File: config.mk
export PLATFORM = sky130hd
export DESIGN_NAME = cl_shift_add_mult
export DESIGN_NICKNAME = d
export VERILOG_FILES = /design/src/rtl/cl_mult_pkg.sv /design/src/rtl/cl_rca_adder.sv /design/src/rtl/cl_shift_add_mult.sv
export SDC_FILE = /design/constraint.sdc
export NUM_CORES = 1
export LEC_CHECK = 0
export ABC_CLOCK_PERIOD_IN_PS = 43900
export CAP_MARGIN = 15
export CORE_UTILIZATION = 40
export CTS_BUF_LIST = sky130_fd_sc_hd__clkbuf_8
export CTS_CLUSTER_DIAMETER = 200
export DETAILED_ROUTE_END_ITERATION = 7
export PLACE_DENSITY = 0.67
export SLEW_MARGIN = 30
export SYNTH_ARGS = -nofsm -noshare
export SYNTH_HDL_FRONTEND = slang
export SYNTH_SLANG_ARGS = --single-unit
File: constraint.sdc
create_clock -name clk -period 43.9 [get_ports clk]
set_input_delay 6.585 -clock clk [delete_from_list [all_inputs] [get_ports clk]]
set_output_delay 6.585 -clock clk [all_outputs]
set_load 0.02 [all_outputs]
File: src/rtl/cl_mult_pkg.sv
// rtl/cl_mult_pkg.sv - shared state encoding and mode constants for the shift-add multiplier
package cl_mult_pkg;

  typedef enum logic [1:0] {
    IDLE = 2'd0,
    RUN  = 2'd1,
    DONE = 2'd2
  } state_t;

  localparam logic CARRY_LESS = 1'b0;
  localparam logic CARRY_INT  = 1'b1;

endpackage

File: src/rtl/cl_rca_adder.sv
// rtl/cl_rca_adder.sv - ripple-carry adder that degrades to a bitwise XOR when carries are disabled
module cl_rca_adder #(
  parameter int DATA_WIDTH = 32
) (
  input  logic                  carry_option,
  input  logic [DATA_WIDTH-1:0] a,
  input  logic [DATA_WIDTH-1:0] b,
  output logic [DATA_WIDTH-1:0] sum,
  output logic                  co
);

  logic [DATA_WIDTH:0] carry;

  assign carry[0] = 1'b0;

  // Gating every stage's carry with carry_option turns the chain into GF(2) addition.
  for (genvar i = 0; i < DATA_WIDTH; i++) begin : g_bit
    assign sum[i]     = a[i] ^ b[i] ^ carry[i];
    assign carry[i+1] = carry_option & ((a[i] & b[i]) | (carry[i] & (a[i] ^ b[i])));
  end

  assign co = carry[DATA_WIDTH];

endmodule

File: src/rtl/cl_shift_add_mult.sv
// rtl/cl_shift_add_mult.sv - sequential shift-and-add multiplier, integer or carry-less per operation
module cl_shift_add_mult
  import cl_mult_pkg::*;
#(
  parameter int DATA_WIDTH = 32
) (
  input  logic                    clk,
  input  logic                    rst,
  input  logic                    in_valid,
  output logic                    in_ready,
  input  logic                    carry_option,
  input  logic [DATA_WIDTH-1:0]   a,
  input  logic [DATA_WIDTH-1:0]   b,
  output logic                    out_valid,
  input  logic                    out_ready,
  output logic [2*DATA_WIDTH-1:0] product,
  output logic                    busy
);

  localparam int CNT_W = $clog2(DATA_WIDTH);

  state_t                  state;
  state_t                  state_next;
  logic [DATA_WIDTH-1:0]   m_reg;
  logic [2*DATA_WIDTH-1:0] p_reg;
  logic                    mode_reg;
  logic [CNT_W-1:0]        cnt;

  logic [DATA_WIDTH-1:0]   add_sum;
  logic                    add_co;
  logic [DATA_WIDTH-1:0]   step_s;
  logic                    step_c;
  logic [2*DATA_WIDTH-1:0] p_step;

  cl_rca_adder #(.DATA_WIDTH(DATA_WIDTH)) u_adder (
    .carry_option (mode_reg),
    .a            (p_reg[2*DATA_WIDTH-1:DATA_WIDTH]),
    .b            (m_reg),
    .sum          (add_sum),
    .co           (add_co)
  );

  // The multiplier bit being consumed sits at p_reg[0]; the shift retires it.
  assign step_s = p_reg[0] ? add_sum : p_reg[2*DATA_WIDTH-1:DATA_WIDTH];
  assign step_c = p_reg[0] & add_co;
  assign p_step = {step_c, step_s, p_reg[DATA_WIDTH-1:1]};

  always_ff @(posedge clk or posedge rst) begin
    if (rst) begin
      state <= IDLE;
    end else begin
      state <= state_next;
    end
  end

  always_comb begin
    state_next = state;
    unique case (state)
      IDLE:    if (in_valid)     state_next = RUN;
      RUN:     if (cnt == '0)    state_next = DONE;
      DONE:    if (out_ready)    state_next = IDLE;
      default:                   state_next = IDLE;
    endcase
  end

  always_comb begin
    in_ready  = (state == IDLE);
    out_valid = (state == DONE);
    busy      = (state == RUN) || (state == DONE);
  end

  always_ff @(posedge clk or posedge rst) begin
    if (rst) begin
      m_reg    <= '0;
      p_reg    <= '0;
      mode_reg <= CARRY_LESS;
      cnt      <= '0;
    end else begin
      unique case (state)
        IDLE: begin
          if (in_valid) begin
            m_reg    <= a;
            p_reg    <= {{DATA_WIDTH{1'b0}}, b};
            mode_reg <= carry_option;
            cnt      <= CNT_W'(DATA_WIDTH - 1);
          end
        end
        RUN: begin
          p_reg <= p_step;
          cnt   <= cnt - CNT_W'(1);
        end
        default: ;
      endcase
    end
  end

  assign product = p_reg;

endmodule

==> flow_metrics.py <==
metrics = {
    "run_status": {
        "status": "finished clean",
    },
    "clock_network": {
        "numCtsBuffers": 9,
        "postCtsSetupBuffers": 0,
        "numClockSinks": 104,
        "hold_buffers": 0,
        "clk_path_buf_depth": 2,
        "clk_pin_slew_ns": 0.10,
        "cts_tree": "yes",
        "clock_latency_ns": 0.38,
        "cts_root_buffer": "clkbuf_8",
        "h-tree-depth": 3,
        "cts_resized": 0,
    },
    "min_path": {
        "hold_start": "cnt[0]",
        "min-delay-path-class": "flip-flop to flip-flop",
    },
    "placement": {
        "hpwlAfterDp_um": 8030,
        "place.gp.congestion": 0.756,
        "dp_slack_ns": 26.64,
        "io_buffer_count": 135,
    },
    "yosys": {
        "synth_fp_nets": 625,
        "yosysWarnings": 0,
        "seq_area_frac_synth_pct": 46.5,
        "syn_area_um2": 5600,
        "synth_edf_count": 0,
        "syn_inst": 519,
        "synth-main-ff-cell": "dfrtp_1",
        "synth_fa_ha_area_share_pct": 12.4,
        "synth_top_family_by_area": "multiplexers",
        "async_flop_share_pct": 100,
        "yosys.area_share.simple_pct": 9.18,
        "synth.distinct_cells": 34,
        "post_synth_xor_area_fraction_pct": 0,
        "synthMuxAreaShare_pct": 13.2,
        "synth-seq-cells": 104,
        "avgSynthCellArea_um2": 10.8,
        "synth_compound_area_share_pct": 11.9,
    },
    "grt": {
        "antenna_found_initial": 0,
        "grt_pass1_wl_um": 19600,
        "grt.total_usage_pct": 17.3,
        "grt_util_met2_pct": 26.7,
        "grt_pass1_vias": 3970,
        "grt_max_degree": 99,
        "grt-ovfl-total": 0,
        "grt_util_met1_pct": 22.9,
        "busiest_layer": "met2",
        "grt_util_met3_pct": 4.91,
    },
    "power": {
        "p_switching_uw": 223,
        "comb_power_share_pct": 54.2,
        "vdd_ir_drop_max_v": 0.0000346,
        "cell_internal_pwr_uw": 312,
        "clockPowerShare_pct": 11.8,
        "switching_share_pct": 41.6,
        "power_density_nw_per_um2": 73.3,
        "seqPwrFrac_pct": 34.0,
        "p_leak_uw": 0.00318,
    },
    "critical_path": {
        "worstPathArrival_ns": 17.54,
        "timing.rr.start": "product[32]",
        "cp_common_cell": "fa_1",
        "crit_type": "flip-flop to flip-flop",
        "required_ns": 44.18,
        "start_kind": "flip-flop",
        "endpoint_kind": "flip-flop",
        "path_max_fanout": 4,
        "crit_path_top_delay_cell": "fa_1",
        "critPathMaxStageDelay_ns": 0.44,
        "cp-startpoint": "product[32]",
    },
    "die": {
        "io_pins": 136,
        "dieHeight_um": 120,
        "rows": 42,
        "coreArea_um2": 13500,
        "start_util_pct": 41.6,
        "die_width_um": 120,
        "dieArea_um2": 14500,
    },
    "layout": {
        "largest_register_ffs": 64,
        "drive_above_1_share_pct": 9.83,
        "n_antenna_cell": 0,
        "syn_to_final_growth_pct": 30.3,
        "fin_nets": 743,
        "fillers": 1196,
    },
    "timing": {
        "rsz0062_at_grt": "false",
        "worst_pin_slew_ns": 0.917,
        "hold_viol_final": 0,
        "finalSetupViolations": 0,
        "maxSlewHeadroom_pct": 38.7,
        "slew_violations": 0,
        "finalClockSkew_ns": 0.0144,
        "fin_tns_setup_ns": 0,
        "setup_slack_ns": 26.64,
        "min_period_ns": 17.26,
        "fmax_mhz": 57.9,
        "post-route-period-util_pct": 39.3,
    },
    "detailed_routing": {
        "drc": 0,
        "vias": 3955,
        "wirelength_um": 11900,
        "drt_pass1_iterations": 4,
        "drt-vias-per-instance": 4.84,
        "drtAntennaViolNets": 0,
        "wl_per_cell_um": 14.5,
        "first_iter_violations": 212,
    },
    "flow_run": {
        "maxCapViolCount": 0,
    },
}
-- kinds of logic after synthesis --
logic type,Yosys count
and+or+nand+nor,107
AOI/OAI and AO/OA,105
DFF,104
buffers and inverters,97
muxes,69
adders and majority gates,37
-- critical path, delay by kind of cell (launching register included) --
family / cells / cell delay, ns
AOI/OAI and AO/OA: 1 / 0.20
and+or+nand+nor: 31 / 4.92
adders and majority gates: 32 / 11.40
DFF: 1 / 0.40
muxes: 1 / 0.27
-- power groups by stage --
stage,Sequential (uW),Clock (uW),Combinational [uW]
3_3_place_gp,182,0,285
3_5_place_dp,184,0,294
4_1_cts,182,65.4,295
5_1_grt,190,69.4,324
2_1_floorplan,201,0,175
6_report,182,63.2,290
-- per-stage QoR --
step | utilization (%) | std cells | hold WS (ns) | power [uW] | cell area [um2]
global placement | 52.7 | 802 | 0.476 | 467 | 7080
global route | 54.3 | 817 | 0.525 | 583 | 7300
finish | 54.3 | 817 | 0.506 | 535 | 7300
floorplan | - | 519 | 0.463 | 375 | 5600
CTS | 54.2 | 817 | 0.503 | 543 | 7300
detailed placement | 52.7 | 802 | 0.491 | 478 | 7090
-- cells in the mapped netlist, types with 6 or more instances --
cell type	instances	area share [%]
buf_2	12	1.1
dfrtp_1	104	46
a21oi_1	33	2.9
clkbuf_1	18	1.2
o21ai_0	29	2.6
nand2b_1	29	3.2
fa_1	31	11
nor2_1	33	2.2
a22o_1	31	4.8
ha_1	6	1.3
inv_1	65	4.4
nand2_1	34	2.3
mux2_2	36	7.2
mux2i_1	32	5.7
-- metal layers --
layer  wire length (um)  up-vias  share of wire [%]
met2               5210      113                 44
met1               5510     1885                 46
met3                923       15                7.8
met5                  0        -                  0
met4                237        0                2.0
li1                   -     1942                  -
-- worst paths after layout --
path	endpoint	slack [ns]	cells past startpoint
worst max-delay path	product[62]	26.64	65
worst min-delay path	cnt[0]	0.51	1
worst max register to register	product[62]	26.64	65
worst min register to register	cnt[0]	0.51	1
max in group asynchronous	product[34]	36.09	3
min in group asynchronous	product[23]	6.59	2
-- layout by cell type, fill, tap and decap left out --
| cell type | instances |
|---|---|
| a211oi_1 | 1 |
| a211oi_2 | 1 |
| a21o_1 | 1 |
| a21oi_1 | 33 |
| a22o_1 | 31 |
| a22oi_1 | 1 |
| a31oi_1 | 1 |
| and2b_1 | 1 |
| and2b_2 | 1 |
| and3_1 | 1 |
| and3_2 | 1 |
| and4_1 | 1 |
| buf_4 | 4 |
| bufinv_16 | 2 |
| clkbuf_8 | 9 |
| clkdlybuf4s50_1 | 135 |
| clkinv_2 | 2 |
| dfrtp_1 | 103 |
| dfrtp_4 | 1 |
| fa_1 | 31 |
| ha_1 | 5 |
| ha_4 | 1 |
| inv_1 | 66 |
| inv_4 | 1 |
| mux2_2 | 36 |
| mux2i_1 | 32 |
| mux2i_4 | 1 |
| nand2_1 | 33 |
| nand2_2 | 1 |
| nand2b_1 | 29 |
| nand4_1 | 1 |
| nor2_1 | 33 |
| nor2b_1 | 1 |
| nor2b_2 | 1 |
| nor3_1 | 2 |
| o21ai_0 | 29 |
| o21ai_1 | 3 |
| o22ai_1 | 3 |
| o32a_1 | 1 |
| or4b_4 | 1 |
-- area by class of cell --
| type | instances | area (um2) | area share (%) |
|---|---|---|---|
| clock buffer | 9 | 124 | 1.70 |
| tap | 176 | 220 | 3.02 |
| multi-input combinational | 318 | 2640 | 36.2 |
| clock inverter | 6 | 77.6 | 1.06 |
| inverter | 65 | 246 | 3.38 |
| sequential | 104 | 2610 | 35.7 |
| timing repair buffer | 139 | 1380 | 18.9 |
(Power assumes the default switching activity.)
